--- config.mk ---
export PLATFORM = sky130hd
export DESIGN_NAME = mem_wb_writeback
export DESIGN_NICKNAME = d
export VERILOG_FILES = /design/src/rtl/mem_wb_writeback.sv
export SDC_FILE = /design/constraint.sdc
export NUM_CORES = 1
export LEC_CHECK = 0
export CAP_MARGIN = 0
export CORE_UTILIZATION = 45
export CTS_CLUSTER_SIZE = 8
export DETAILED_ROUTE_END_ITERATION = 7
export GPL_TIMING_DRIVEN = 0
export PLACE_DENSITY = 0.8
export SYNTH_ARGS = -nofsm -noshare
export SYNTH_HDL_FRONTEND = slang
export SYNTH_SLANG_ARGS = --single-unit
--- constraint.sdc ---
create_clock -name clk -period 3.1 [get_ports clk]
set_clock_uncertainty 0.2 [all_clocks]
set_input_delay 0.31 -clock clk [delete_from_list [all_inputs] [get_ports clk]]
set_output_delay 0.31 -clock clk [all_outputs]
set_load 0.02 [all_outputs]
--- src/rtl/mem_wb_writeback.sv ---
// mem_wb_writeback: MEM/WB pipeline register, writeback select and halt sequencer.
// Ports: clk, rst (async, active-high); stall holds the latch, flush bubbles the next entry;
//   in* carry memory-stage results; writeData/writeRegister/regWriteEn drive the register file;
//   dump pulses once when HALT retires, halted is sticky until rst; retired marks a completing
//   instruction; retireCount counts retirements when RETIRE_COUNT_EN is defined, else tied to 0.
module mem_wb_writeback #(
    parameter int DATA_W = 16,
    parameter int REG_W = 3,
    parameter int CNT_W = 16
) (
    input  logic              clk,
    input  logic              rst,
    input  logic              stall,
    input  logic              flush,
    input  logic              inValid,
    input  logic              inRegWrite,
    input  logic [REG_W-1:0]  inWriteReg,
    input  logic [1:0]        inWbSel,
    input  logic [DATA_W-1:0] inAluResult,
    input  logic [DATA_W-1:0] inMemData,
    input  logic [DATA_W-1:0] inPcPlus2,
    input  logic [DATA_W-1:0] inImm,
    input  logic              inHalt,
    output logic [DATA_W-1:0] writeData,
    output logic [REG_W-1:0]  writeRegister,
    output logic              regWriteEn,
    output logic              dump,
    output logic              halted,
    output logic              retired,
    output logic [CNT_W-1:0]  retireCount
);
    typedef enum logic {RUN, HALTED} state_t;
    state_t state_q, state_d;
    logic valid_q, reg_write_q, halt_q;
    logic [REG_W-1:0] write_reg_q;
    logic [1:0] wb_sel_q;
    logic [DATA_W-1:0] alu_q, mem_q, pc_q, imm_q;
    always_ff @(posedge clk or posedge rst) begin
        if (rst) begin
            valid_q     <= 1'b0;
            reg_write_q <= 1'b0;
            halt_q      <= 1'b0;
            write_reg_q <= '0;
            wb_sel_q    <= '0;
            alu_q       <= '0;
            mem_q       <= '0;
            pc_q        <= '0;
            imm_q       <= '0;
        end else if (state_q == HALTED || flush) begin
            valid_q <= 1'b0;
        end else if (!stall) begin
            valid_q     <= inValid;
            reg_write_q <= inRegWrite;
            halt_q      <= inHalt;
            write_reg_q <= inWriteReg;
            wb_sel_q    <= inWbSel;
            alu_q       <= inAluResult;
            mem_q       <= inMemData;
            pc_q        <= inPcPlus2;
            imm_q       <= inImm;
        end
    end
    always_ff @(posedge clk or posedge rst) begin
        if (rst) state_q <= RUN;
        else     state_q <= state_d;
    end
    // The resident entry completes only in its first non-stalled cycle, so a held
    // instruction writes exactly once; a retiring HALT dumps instead of writing.
    always_comb begin
        state_d    = state_q;
        retired    = 1'b0;
        dump       = 1'b0;
        regWriteEn = 1'b0;
        halted     = (state_q == HALTED);
        if (state_q == RUN && valid_q && !stall) begin
            retired    = 1'b1;
            dump       = halt_q;
            regWriteEn = reg_write_q & ~halt_q;
            state_d    = halt_q ? HALTED : RUN;
        end
    end
    assign writeData = wb_sel_q[1] ? (wb_sel_q[0] ? imm_q : pc_q)
                                   : (wb_sel_q[0] ? mem_q : alu_q);
    assign writeRegister = write_reg_q;
`ifdef RETIRE_COUNT_EN
    logic [CNT_W-1:0] cnt_q;
    always_ff @(posedge clk or posedge rst) begin
        if (rst)                           cnt_q <= '0;
        else if (retired && cnt_q != '1)   cnt_q <= cnt_q + {{(CNT_W-1){1'b0}}, 1'b1};
    end
    assign retireCount = cnt_q;
`else
    assign retireCount = '0;
`endif
endmodule

; Word-level counts from Yosys, hierarchy flattened
; Index checks and enable logic that the tools add are counted.
[word_totals]
word_cells = 30
regBits = 73
inputBits = 76
out_inout_bits = 39
[op_classes]
n_mux = 9
bitwise_logic = 5
eq_ne = 1
n_reduce_logical = 5
[op_table]
columns = operator, n
row1 = 16-bit 2-to-1 mux, 3
row2 = 1-bit 2-to-1 mux, 6
row3 = 1-bit NOT, 4
row4 = 1-bit logical AND, 2
row5 = "2-bit by 1-bit inequality test with 1-bit output, second input constant", 1
row6 = 2-bit AND reduction, 1
row7 = 1-bit AND, 1
row8 = 1-bit logical NOT, 1
row9 = 1-bit logical OR, 1

; Depth between registers and ports, before layout
; Gate-level depths: netlist of the first run.
[depth]
depth_word = 4
ltp_mapped = 3
mapped_depth_nobuf = 2

; Worst setup path after synthesis of the first run
; Ideal clock, no wire load.
[synth_timing]
kind = register -> output
startpoint = reg state_q (netlist: halted)
endpoint = out regWriteEn
setup_slack_ns = 1.097
path_stages_with_launch = 3
path_buffers = 0
t_arrival_ns = 1.493
required_ns = 2.590
path_cell_list = dfrtp_1 -> nor3b_1 -> and3b_1
[synth_between]
elab_chain_len = 4
[synth_rtl]
columns = item, line_no
row1 = "start, declared", 33  ; state_t state_q, state_d;
row2 = "start signal, assigned", 65  ; else state_q <= state_d;
row3 = 1-bit NOT, 75  ; if (state_q == RUN && valid_q && !stall) begin
row4 = 1-bit logical AND (2 in a row), 75
row5 = 1-bit 2-to-1 mux, 75
row6 = "end, declared", 26  ; output logic regWriteEn,
; Every way passes these cells.

; Worst setup path in the final report of the first run
[layout_timing]
startpoint = reg wb_sel_q[1]
endpoint = out writeData[9]
[layout_between]
elab_chain_len = 1
[layout_rtl]
columns = item, line_no
row1 = "start, declared", 36  ; logic [1:0] wb_sel_q;
row2 = "start signal, assigned", 56  ; wb_sel_q <= inWbSel;
row3 = 16-bit 2-to-1 mux, 82  ; assign writeData = wb_sel_q[1] ? (wb_sel_q[0] ? imm_q : pc_q)
row4 = "end, declared", 24  ; output logic [DATA_W-1:0] writeData,
; Every way passes these cells.

==> results of run 1 <==
-- layout make-up --
cell class                      instances  area [sq um]
Fill cell                             522          2256
Sequential cell                        73          1827
Multi-Input combinational cell        111          1285
Timing Repair Buffer                   99          1008
Buffer                                 27         209.0
Clock buffer                           12         155.1
Tap cell                               96         120.1
Clock inverter                          3         40.04
Inverter                                1         6.256
-- placed cells by master (no fill, tap or decap), types with 2 or more instances in the layout --
| cell | netlist | final |
|---|---|---|
| buf_4 | 20 | 20 |
| mux4_2 | 16 | 16 |
| clkdlybuf4s50_1 | 0 | 98 |
| clkbuf_8 | 0 | 11 |
| mux2_1 | 6 | 6 |
| dfrtp_1 | 73 | 73 |
| buf_6 | 4 | 4 |
| conb_1 | 1 | 16 |
| mux2_2 | 65 | 65 |
| clkinv_2 | 0 | 2 |
-- metrics by stage --
stage / power, mW / std cells / instance area, sq um / util [%] / hold slack [ns]
floorplan: 2.875 / 212 / 3324 / - / 0.1808
global placement: 3.591 / 406 / 4425 / 64.08 / 0.2657
detailed placement: 3.664 / 407 / 4456 / 64.51 / 0.2789
CTS: 4.408 / 422 / 4651 / 67.34 / 0.2080
global route: 4.609 / 422 / 4651 / 67.34 / 0.2406
finish: 4.362 / 422 / 4651 / 67.34 / 0.1848
-- power groups by stage --
stage / Clock (mW) / Sequential, mW / Combinational [mW]
floorplan: 0 / 1.61 / 1.26
global placement: 0 / 1.64 / 1.95
detailed placement: 0 / 1.67 / 1.99
CTS: 0.754 / 1.66 / 2.00
global route: 0.804 / 1.71 / 2.10
finish: 0.734 / 1.66 / 1.97
-- worst paths after layout --
kind	startpoint	to	slack (ns)	cells after the start
max in group asynchronous	rst	mem_q[12]	2.19	3
hold / removal	rst	pc_q[8]	0.18	3
setup / recovery	wb_sel_q[1]	writeData[9]	0.17	4
hold reg to reg	writeRegister[0]	writeRegister[0]	0.29	1
setup reg to reg	halted	mem_q[5]	1.24	3
min in group clk	writeRegister[0]	writeRegister[0]	0.29	1
-- sequential cells by signal, summed over array words and instances (netlist names) --
signal / cells
valid_q: 1
mem_q: 16
halt_q: 1
alu_q: 16
writeRegister: 3
halted: 1
wb_sel_q: 2
imm_q: 16
pc_q: 16
reg_write_q: 1
-- critical path, delay by kind of cell (launching register included) --
kind	cells	cell delay, ns
buffers and inverters	3	1.36
flip-flops	1	0.32
multiplexers	1	0.40
-- kinds of logic after synthesis --
family	after synthesis	synth area share, %
buf+inv	28	6.508
simple gates	6	1.455
compound gates	1	0.2298
flops	73	55.90
other cells	1	0.1147
mux	88	35.80
-- layer usage --
layer | vias up | share of wire (%)
li1 | 928 | -
met1 | 1044 | 40
met2 | 89 | 49
met3 | 9 | 9.0
met4 | 0 | 1.7
met5 | - | 0
==> metrics.txt, run 1 <==
# TYPE chip_impl_metric gauge
chip_impl_info{name="run_status",value="finished, final reports clean"} 1
chip_impl_info{name="synth_flop_cell",value="dfrtp_1"} 1
chip_impl_metric{name="layout-area-overhead-vs-synth",unit="%"} 42.30
chip_impl_metric{name="dr_total_vias",unit=""} 2070
chip_impl_metric{name="use_met1",unit="%"} 24.17
chip_impl_metric{name="power.net_switching",unit="mW"} 1.349
chip_impl_metric{name="p_leak",unit="nW"} 1.932
chip_impl_metric{name="post_synth_instance_area",unit="sq um"} 3268
chip_impl_metric{name="timing.final.hold_violations",unit=""} 0
chip_impl_metric{name="die-height",unit="um"} 87.22
chip_impl_metric{name="fp.dieArea",unit="sq um"} 7607
chip_impl_metric{name="maxCapViolations",unit=""} 0
chip_impl_info{name="worstSetupStartpointType",value="register"} 1
chip_impl_metric{name="maximum_number_of_pins_on_one_net_before_global_route_repair",unit=""} 74
chip_impl_metric{name="groute.layer.met3.usage",unit="%"} 7.393
chip_impl_info{name="grt_setup_unrepaired",value="false"} 1
chip_impl_metric{name="fin_setup_tns",unit="ns"} 0
chip_impl_metric{name="critPathRequiredTime",unit="ns"} 2.59
chip_impl_metric{name="detailedRoute.firstPassIterationCount",unit=""} 4
chip_impl_metric{name="viasPerCell",unit=""} 4.905
chip_impl_metric{name="layout_min_cycle_time",unit="ns"} 2.932
chip_impl_metric{name="cts.reportedPaths.clkPinSlew",unit="ns"} 0.07
chip_impl_metric{name="grtUsageMet2",unit="%"} 32.21
chip_impl_metric{name="pwr-share-seq",unit="%"} 38.0
chip_impl_metric{name="starting_utilization_of_the_core_area",unit="%"} 47.32
chip_impl_metric{name="std_cell_rows",unit=""} 30
chip_impl_metric{name="holdBufCountCts",unit=""} 0
chip_impl_metric{name="dpl_worst_slack",unit="ns"} 0.5160
chip_impl_metric{name="cts_setup_buffers",unit=""} 0
chip_impl_info{name="cp_slowest_cell",value="clkdlybuf4s50_1"} 1
chip_impl_metric{name="synth-async-reset-ratio",unit="%"} 100.0
chip_impl_metric{name="number_of_global_route_vias_before_repair",unit=""} 2169
chip_impl_metric{name="slew_headroom",unit="%"} 57.53
chip_impl_metric{name="sequential_element_share_of_the_synthesized_area",unit="%"} 55.90
chip_impl_metric{name="drtAntennaViolNets",unit=""} 0
chip_impl_metric{name="first_iter_violations",unit=""} 53
chip_impl_metric{name="worst-path-max-fanout",unit=""} 10
chip_impl_metric{name="p_per_area",unit="nW/um^2"} 937.9
chip_impl_metric{name="report.final.slew_viol_count",unit=""} 0
chip_impl_metric{name="core",unit="sq um"} 6907
chip_impl_metric{name="yosys_warnings",unit=""} 0
chip_impl_metric{name="setup_viol_count_final",unit=""} 0
chip_impl_info{name="synth_top_cells_by_count",value="73 x dfrtp_1, 65 x mux2_2, 20 x buf_4, 16 x mux4_2, 6 x mux2_1"} 1
chip_impl_info{name="synth_most_common_cell",value="dfrtp_1"} 1
chip_impl_metric{name="clock_insertion_delay_worst_skew",unit="ns"} 0.33
chip_impl_metric{name="wl",unit="um"} 6825
chip_impl_metric{name="gr-usage-all-layers",unit="%"} 19.88
chip_impl_info{name="most_area_hungry_cell_type_in_the_yosys_netlist",value="dfrtp_1"} 1
chip_impl_metric{name="number_of_buffers_on_the_longest_clock_path",unit=""} 2
chip_impl_metric{name="worst_slew_pin_slew",unit="ns"} 0.6371
chip_impl_metric{name="clock_sinks",unit=""} 73
chip_impl_info{name="most_heavily_used_metal_layer_in_global_routing",value="met2"} 1
chip_impl_metric{name="p_comb_share",unit="%"} 45.2
chip_impl_metric{name="final_layout_size_suffix_gt1_share",unit="%"} 38.04
chip_impl_metric{name="internal_power",unit="mW"} 3.013
chip_impl_metric{name="antenna_found_initial",unit=""} 0
chip_impl_metric{name="yosys.area.top_type_share",unit="%"} 55.90
chip_impl_metric{name="post-dp-hpwl",unit="um"} 4921
chip_impl_metric{name="cp_slowest_stage_delay",unit="ns"} 0.59
chip_impl_metric{name="i_o_pin_count",unit=""} 115
chip_impl_metric{name="h-tree-depth",unit=""} 3
chip_impl_metric{name="first_pass_grt_wire_length",unit="um"} 10970
chip_impl_info{name="timing.critical_path.cells",value="clkbuf_2 > buf_1 > mux4_2 > clkdlybuf4s50_1"} 1
chip_impl_metric{name="design.final.nets",unit=""} 398
chip_impl_metric{name="dieWidth",unit="um"} 87.22
chip_impl_metric{name="global_route.overflow_total",unit=""} 0
chip_impl_metric{name="synth.lib_cells_used.distinct",unit=""} 19
chip_impl_info{name="ws_path_type",value="register to primary output"} 1
chip_impl_info{name="end_kind",value="primary output"} 1
chip_impl_metric{name="share_clk_of_total_power",unit="%"} 16.8
chip_impl_metric{name="power_switching_share",unit="%"} 30.93
chip_impl_metric{name="max-vdd-ir-drop",unit="V"} 0.0004069
chip_impl_metric{name="maximum_clock_rate",unit="MHz"} 341.1
chip_impl_metric{name="io_buffer_count",unit=""} 98
chip_impl_metric{name="remaining_drc_errors",unit=""} 0
chip_impl_metric{name="layout_worst_path_cycle_share",unit="%"} 94.57
chip_impl_metric{name="globalplace.congestion",unit=""} 0.7755
chip_impl_info{name="hold_class",value="input port to async pin"} 1
chip_impl_metric{name="final_worst_path_setup_slack",unit="ns"} 0.1684
chip_impl_metric{name="count_of_flip_flops_with_a_built_in_enable_after_synthesis",unit=""} 0
chip_impl_info{name="cts_root_buffer",value="clkbuf_8"} 1
chip_impl_metric{name="wl_per_cell",unit="um"} 16.17
chip_impl_info{name="synth_top_cells_by_area",value="dfrtp_1 56%, mux2_2 22%, mux4_2 11%"} 1
chip_impl_metric{name="antennaDiodeCount",unit=""} 0
chip_impl_info{name="cts_tree",value="yes"} 1
chip_impl_metric{name="syn_inst",unit=""} 197
chip_impl_metric{name="numCtsBuffers",unit=""} 9
chip_impl_metric{name="worst-endpoint-arrival",unit="ns"} 2.42
chip_impl_metric{name="postCtsResizedCells",unit=""} 0
chip_impl_metric{name="synth-seq-cells",unit=""} 73
chip_impl_metric{name="syn-mean-instance-area",unit="sq um"} 16.59
No activity file was read; power rests on OpenSTA's default activity.
==> inputs of run 2 (changes only) <==
--- a/config.mk
+++ b/config.mk
@@ -6,6 +6,7 @@
 export NUM_CORES = 1
 export LEC_CHECK = 0
 export CAP_MARGIN = 0
+export CORE_MARGIN = 4
 export CORE_UTILIZATION = 45
 export CTS_CLUSTER_SIZE = 8
 export DETAILED_ROUTE_END_ITERATION = 7
==> constraint.sdc (replaced) <==
create_clock -name clk -period 3.1 [get_ports clk]
set_clock_uncertainty 0.2 [all_clocks]
set_input_delay 0.465 -clock clk [delete_from_list [all_inputs] [get_ports clk]]
set_output_delay 0.465 -clock clk [all_outputs]
set_load 0.02 [all_outputs]
==> run 2 against run 1 <==
- combinational power about the same
- largest cell class unchanged
- critical path depth unchanged
- highest routed layer unchanged
- hold slack improved by 0.11 ns
- cell count decreased by 0.47%
==> metrics.txt, run 2 (synthesis results as in run 1) <==
# TYPE chip_impl_metric gauge
chip_impl_metric{name="layout_min_cycle_time",unit="ns"} 2.781
chip_impl_metric{name="numCtsBuffers",unit=""} 9
chip_impl_info{name="worstSetupStartpointType",value="input port"} 1
chip_impl_metric{name="fin_util",unit="%"} 67.84
chip_impl_metric{name="remaining_drc_errors",unit=""} 0
chip_impl_metric{name="viasPerCell",unit=""} 4.779
chip_impl_info{name="end_kind",value="primary output"} 1
chip_impl_metric{name="maximum_number_of_pins_on_one_net_before_global_route_repair",unit=""} 74
chip_impl_metric{name="design.final.nets",unit=""} 395
chip_impl_metric{name="core",unit="sq um"} 6907
chip_impl_metric{name="share_clk_of_total_power",unit="%"} 21.2
chip_impl_info{name="hp-start",value="writeRegister[0]"} 1
chip_impl_metric{name="std_cell_rows",unit=""} 30
chip_impl_metric{name="final_layout_size_suffix_gt1_share",unit="%"} 38.27
chip_impl_metric{name="finalInstanceArea",unit="sq um"} 4686
chip_impl_metric{name="post-dp-hpwl",unit="um"} 5119
chip_impl_metric{name="drtAntennaViolNets",unit=""} 0
chip_impl_metric{name="worst-endpoint-arrival",unit="ns"} 2.12
chip_impl_info{name="grt_setup_unrepaired",value="false"} 1
chip_impl_metric{name="critPathRequiredTime",unit="ns"} 2.43
chip_impl_metric{name="detailedRoute.firstPassIterationCount",unit=""} 4
chip_impl_metric{name="r2r.worst_path.cells",unit=""} 3
chip_impl_metric{name="wl_per_cell",unit="um"} 16.50
chip_impl_metric{name="i_o_pin_count",unit=""} 115
chip_impl_metric{name="maximum_clock_rate",unit="MHz"} 359.6
chip_impl_metric{name="post_dp_cell_area",unit="sq um"} 4428
chip_impl_metric{name="number_of_global_route_vias_before_repair",unit=""} 2265
chip_impl_metric{name="total_power_consumption",unit="mW"} 4.566
chip_impl_metric{name="slew_headroom",unit="%"} 41.32
chip_impl_metric{name="worst_slew_pin_slew",unit="ns"} 0.8803
chip_impl_metric{name="die-height",unit="um"} 93.22
chip_impl_metric{name="p_per_area",unit="nW/um^2"} 974.4
chip_impl_metric{name="antennaDiodeCount",unit=""} 0
chip_impl_metric{name="power.net_switching",unit="mW"} 1.357
chip_impl_metric{name="setup_viol_count_final",unit=""} 0
chip_impl_metric{name="dr_total_vias",unit=""} 2007
chip_impl_metric{name="wl",unit="um"} 6931
chip_impl_info{name="cts_root_buffer",value="clkbuf_8"} 1
chip_impl_metric{name="cts_setup_buffers",unit=""} 0
chip_impl_metric{name="first_iter_violations",unit=""} 59
chip_impl_info{name="worstSetupStartpoint",value="stall"} 1
chip_impl_metric{name="hold-path-cell-count",unit=""} 1
chip_impl_metric{name="clock_insertion_delay_worst_skew",unit="ns"} 0.33
chip_impl_metric{name="layout-area-overhead-vs-synth",unit="%"} 43.38
chip_impl_metric{name="layout_worst_path_cycle_share",unit="%"} 89.71
chip_impl_metric{name="io_buffer_count",unit=""} 98
chip_impl_info{name="cts_tree",value="yes"} 1
chip_impl_metric{name="fp.dieArea",unit="sq um"} 8690
chip_impl_metric{name="maxCapViolations",unit=""} 0
chip_impl_metric{name="max-vdd-ir-drop",unit="V"} 0.0004966
chip_impl_info{name="r2r-start",value="halted"} 1
chip_impl_info{name="most_used_cells_in_the_layout_excluding_fill_and_tap_cells",value="98 x clkdlybuf4s50_1, 73 x dfrtp_1, 65 x mux2_2"} 1
chip_impl_metric{name="globalplace.congestion",unit=""} 0.7189
chip_impl_metric{name="timing.final.hold_violations",unit=""} 0
chip_impl_metric{name="dieWidth",unit="um"} 93.22
chip_impl_metric{name="antenna_found_initial",unit=""} 0
chip_impl_metric{name="starting_utilization_of_the_core_area",unit="%"} 47.32
chip_impl_metric{name="holdWs",unit="ns"} 0.2917
chip_impl_metric{name="numPlacedInstances",unit=""} 406
chip_impl_metric{name="first_pass_grt_wire_length",unit="um"} 10990
chip_impl_info{name="hold_class",value="register to register"} 1
chip_impl_metric{name="layoutNonFillerInstCount",unit=""} 420
chip_impl_metric{name="holdBufCountCts",unit=""} 0
chip_impl_metric{name="clock_sinks",unit=""} 73
chip_impl_metric{name="postCtsResizedCells",unit=""} 0
chip_impl_info{name="ws_path_type",value="input port to primary output"} 1
chip_impl_metric{name="power_switching_share",unit="%"} 29.73
chip_impl_metric{name="p_comb_share",unit="%"} 42.8
chip_impl_info{name="layout.cells.most_common",value="clkdlybuf4s50_1"} 1
chip_impl_metric{name="p_leak",unit="nW"} 1.945
chip_impl_metric{name="dpl_worst_slack",unit="ns"} 0.3102
chip_impl_metric{name="internal_power",unit="mW"} 3.209
chip_impl_metric{name="h-tree-depth",unit=""} 3
chip_impl_metric{name="pwr-share-seq",unit="%"} 36.0
chip_impl_metric{name="fin_setup_tns",unit="ns"} 0
chip_impl_metric{name="worst-path-max-fanout",unit=""} 4
chip_impl_metric{name="final_worst_path_setup_slack",unit="ns"} 0.3191
chip_impl_metric{name="global_route.overflow_total",unit=""} 0
chip_impl_metric{name="number_of_buffers_on_the_longest_clock_path",unit=""} 2
chip_impl_metric{name="report.final.slew_viol_count",unit=""} 0
chip_impl_info{name="run_status",value="finished, final reports clean"} 1
chip_impl_metric{name="cts.reportedPaths.clkPinSlew",unit="ns"} 0.08
chip_impl_metric{name="gr-usage-all-layers",unit="%"} 16.81
-- run 2: cell types whose count changed in the layout (fill, tap and decap cells not counted), sizes merged --
cell and change:
clkbuf -3, buf -3, bufinv +3, clkinv +1
-- run 2: power groups by stage --
stage	clock network (mW)	registers, mW	logic [mW]
3_5_place_dp	0	1.67	1.99
3_3_place_gp	0	1.64	1.96
5_1_grt	1.03	1.71	2.10
6_report	0.968	1.65	1.95
4_1_cts	0.993	1.65	2.00
2_1_floorplan	0	1.61	1.26
-- run 2: path summary, 6_finish.rpt --
check / slack (ns) / endpoint
max: 0.32 / regWriteEn
min: 0.29 / writeRegister[0]
max reg2reg: 1.25 / pc_q[14]
min reg2reg: 0.29 / writeRegister[0]
max in group asynchronous: 1.65 / wb_sel_q[1]
min in group asynchronous: 0.46 / imm_q[8]
-- run 2: final cells by class --
| class | instances | area [sq um] |
|---|---|---|
| Tap cell | 96 | 120.1 |
| Clock buffer | 9 | 123.9 |
| Buffer | 25 | 200.2 |
| Clock inverter | 7 | 142.6 |
| Multi-Input combinational cell | 111 | 1285 |
| Inverter | 1 | 6.256 |
| Timing Repair Buffer | 98 | 980.9 |
| Sequential cell | 73 | 1827 |
| Fill cell | 547 | 2221 |
-- run 2: worst max-delay path, cell delays in order --
cell	delay [ns]
clkdlybuf4s50_1	0.52
nor3b_1	0.33
and3b_1	0.20
clkdlybuf4s50_1	0.60
-- run 2: layer usage --
metal / track usage (%) / vias up / part of all wire, %
met2: 28.65 / 77 / 50
li1: - / 931 / -
met4: 6.105 / 0 / 1.5
met1: 19.44 / 988 / 39
met3: 6.034 / 11 / 9.1
met5: 0 / - / 0
==> inputs of run 3 (changes only) <==
--- a/config.mk
+++ b/config.mk
@@ -10,7 +10,7 @@
 export CORE_UTILIZATION = 45
 export CTS_CLUSTER_SIZE = 8
 export DETAILED_ROUTE_END_ITERATION = 7
-export GPL_TIMING_DRIVEN = 0
+export GPL_TIMING_DRIVEN = 1
 export PLACE_DENSITY = 0.8
 export SYNTH_ARGS = -nofsm -noshare
 export SYNTH_HDL_FRONTEND = slang
==> run 3 against run 2 <==
- cell count is 4.5% lower
- first-iteration DRC count decreased by 8.5%
- clock-buffer cell count grew 4
- critical path depth unchanged
- routed wire length down 7.2%
- largest cell class unchanged
- largest power group unchanged
- highest routed layer unchanged
==> metrics.txt, run 3 (synthesis results as in run 1) <==
# TYPE chip_impl_metric gauge
chip_impl_info{name="cp_slowest_cell",value="clkdlybuf4s50_1"} 1
chip_impl_metric{name="core",unit="sq um"} 6907
chip_impl_metric{name="h-tree-depth",unit=""} 3
chip_impl_metric{name="layout_min_cycle_time",unit="ns"} 2.801
chip_impl_metric{name="clock_sinks",unit=""} 73
chip_impl_metric{name="p_comb_share",unit="%"} 44.1
chip_impl_metric{name="std_cell_rows",unit=""} 30
chip_impl_metric{name="drtAntennaViolNets",unit=""} 0
chip_impl_metric{name="cts_setup_buffers",unit=""} 0
chip_impl_metric{name="first_pass_grt_wire_length",unit="um"} 10630
chip_impl_metric{name="postCtsResizedCells",unit=""} 0
chip_impl_metric{name="fp.dieArea",unit="sq um"} 8690
chip_impl_metric{name="maxCapViolations",unit=""} 0
chip_impl_metric{name="wl",unit="um"} 6430
chip_impl_metric{name="fin_setup_tns",unit="ns"} 0
chip_impl_metric{name="post-dp-hpwl",unit="um"} 4742
chip_impl_metric{name="maximum_clock_rate",unit="MHz"} 357.1
chip_impl_metric{name="remaining_drc_errors",unit=""} 0
chip_impl_info{name="end_kind",value="primary output"} 1
chip_impl_metric{name="fin_util",unit="%"} 65.02
chip_impl_info{name="critical_path.top_delay_family",value="buffers and inverters"} 1
chip_impl_metric{name="antenna_found_initial",unit=""} 0
chip_impl_metric{name="p_per_area",unit="nW/um^2"} 970.8
chip_impl_metric{name="final_layout_size_suffix_gt1_share",unit="%"} 33.11
chip_impl_metric{name="multi_input_combinational_cell_area",unit="sq um"} 1285
chip_impl_metric{name="power_switching_share",unit="%"} 30.27
chip_impl_info{name="timing.critical_path.mode_cell",value="clkdlybuf4s50_1"} 1
chip_impl_metric{name="post_dp_cell_area",unit="sq um"} 4287
chip_impl_metric{name="cp_slowest_stage_delay",unit="ns"} 0.60
chip_impl_metric{name="holdBufCountCts",unit=""} 0
chip_impl_info{name="layout.cells.most_common",value="clkdlybuf4s50_1"} 1
chip_impl_metric{name="cts.reportedPaths.clkPinSlew",unit="ns"} 0.07
chip_impl_metric{name="holdWs",unit="ns"} 0.2912
chip_impl_metric{name="dieWidth",unit="um"} 93.22
chip_impl_metric{name="antennaDiodeCount",unit=""} 0
chip_impl_metric{name="first_iter_violations",unit=""} 54
chip_impl_metric{name="worstPathBufferInverterCount",unit=""} 2
chip_impl_metric{name="n_fill_cell",unit=""} 528
chip_impl_info{name="hold_class",value="register to register"} 1
chip_impl_metric{name="register_area",unit="sq um"} 1827
chip_impl_metric{name="io_buffer_count",unit=""} 98
chip_impl_info{name="timing.critical_path.cells",value="clkdlybuf4s50_1 > nor3b_1 > and3b_1 > clkdlybuf4s50_1"} 1
chip_impl_metric{name="layout_worst_path_cycle_share",unit="%"} 90.34
chip_impl_info{name="ws_path_type",value="input port to primary output"} 1
chip_impl_metric{name="p_leak",unit="nW"} 1.813
chip_impl_metric{name="clock_insertion_delay_worst_skew",unit="ns"} 0.32
chip_impl_metric{name="pwr-share-seq",unit="%"} 38.1
chip_impl_metric{name="report.final.slew_viol_count",unit=""} 0
chip_impl_metric{name="die-height",unit="um"} 93.22
chip_impl_metric{name="detailedRoute.firstPassIterationCount",unit=""} 2
chip_impl_metric{name="max-vdd-ir-drop",unit="V"} 0.0005080
chip_impl_info{name="most_used_cells_in_the_layout_excluding_fill_and_tap_cells",value="98 x clkdlybuf4s50_1, 73 x dfrtp_1, 65 x mux2_2"} 1
chip_impl_metric{name="number_of_global_route_vias_before_repair",unit=""} 2130
chip_impl_metric{name="worst_slew_pin_slew",unit="ns"} 0.6792
chip_impl_metric{name="viasPerCell",unit=""} 4.870
chip_impl_metric{name="layout-area-overhead-vs-synth",unit="%"} 37.40
chip_impl_metric{name="worst-path-max-fanout",unit=""} 4
chip_impl_metric{name="i_o_pin_count",unit=""} 115
chip_impl_metric{name="dr_total_vias",unit=""} 1953
chip_impl_metric{name="worst-endpoint-arrival",unit="ns"} 2.14
chip_impl_metric{name="numCtsBuffers",unit=""} 9
chip_impl_metric{name="share_clk_of_total_power",unit="%"} 17.8
chip_impl_info{name="run_status",value="finished, final reports clean"} 1
chip_impl_metric{name="globalplace.congestion",unit=""} 0.7242
chip_impl_info{name="cts_root_buffer",value="clkbuf_8"} 1
chip_impl_metric{name="gr-usage-all-layers",unit="%"} 15.78
chip_impl_info{name="cts_tree",value="yes"} 1
chip_impl_metric{name="critPathRequiredTime",unit="ns"} 2.43
chip_impl_metric{name="wl_per_cell",unit="um"} 16.03
chip_impl_metric{name="finalInstanceArea",unit="sq um"} 4491
chip_impl_metric{name="slew_headroom",unit="%"} 54.66
chip_impl_metric{name="total_power_consumption",unit="mW"} 4.359
chip_impl_metric{name="internal_power",unit="mW"} 3.040
chip_impl_metric{name="starting_utilization_of_the_core_area",unit="%"} 47.32
chip_impl_metric{name="power.net_switching",unit="mW"} 1.320
chip_impl_metric{name="number_of_buffers_on_the_longest_clock_path",unit=""} 2
chip_impl_metric{name="global_route.overflow_total",unit=""} 0
chip_impl_info{name="worstSetupStartpointType",value="input port"} 1
chip_impl_metric{name="setup_viol_count_final",unit=""} 0
chip_impl_info{name="grt_setup_unrepaired",value="false"} 1
chip_impl_metric{name="design.final.nets",unit=""} 376
chip_impl_metric{name="timing.final.hold_violations",unit=""} 0
chip_impl_metric{name="maximum_number_of_pins_on_one_net_before_global_route_repair",unit=""} 72
[run 3: path summary, 6_finish.rpt]
kind / start / end / slack (ns) / cells after the start
min: writeRegister[0] / writeRegister[0] / 0.29 / 1
max in group asynchronous: rst / imm_q[2] / 1.66 / 3
min reg2reg: writeRegister[0] / writeRegister[0] / 0.29 / 1
max: stall / regWriteEn / 0.30 / 4
max reg2reg: halted / pc_q[11] / 1.31 / 3
min in group asynchronous: rst / imm_q[6] / 0.36 / 2
[run 3: stage by stage]
step	cells	worst slack, ns
finish	401	0.2995
global route	401	0.1371
CTS	401	0.2861
detailed placement	385	0.3043
global placement	385	0.3729
floorplan	212	0.5817
[run 3: routing by layer]
layer | global-route usage [%] | vias up | part of all wire (%)
li1 | - | 891 | -
met2 | 24.72 | 77 | 49
met1 | 20.06 | 981 | 41
met4 | 5.495 | 0 | 0.82
met5 | 0 | - | 0
met3 | 6.034 | 4 | 9.0
[run 3: layout make-up]
cell class	instances	area share, %
timing repair buffer	104	23.40
sequential	73	40.68
tap	96	2.675
inverter	1	0.08359
multi-input combinational	111	28.62
clock buffer	13	3.093
clock inverter	3	1.449
[run 3: power groups by stage]
stage / clock network [mW] / registers [mW] / logic, mW
5_1_grt: 0.848 / 1.72 / 2.06
3_5_place_dp: 0 / 1.69 / 1.95
3_3_place_gp: 0 / 1.66 / 1.91
4_1_cts: 0.803 / 1.67 / 1.96
6_report: 0.775 / 1.66 / 1.92
2_1_floorplan: 0 / 1.61 / 1.26
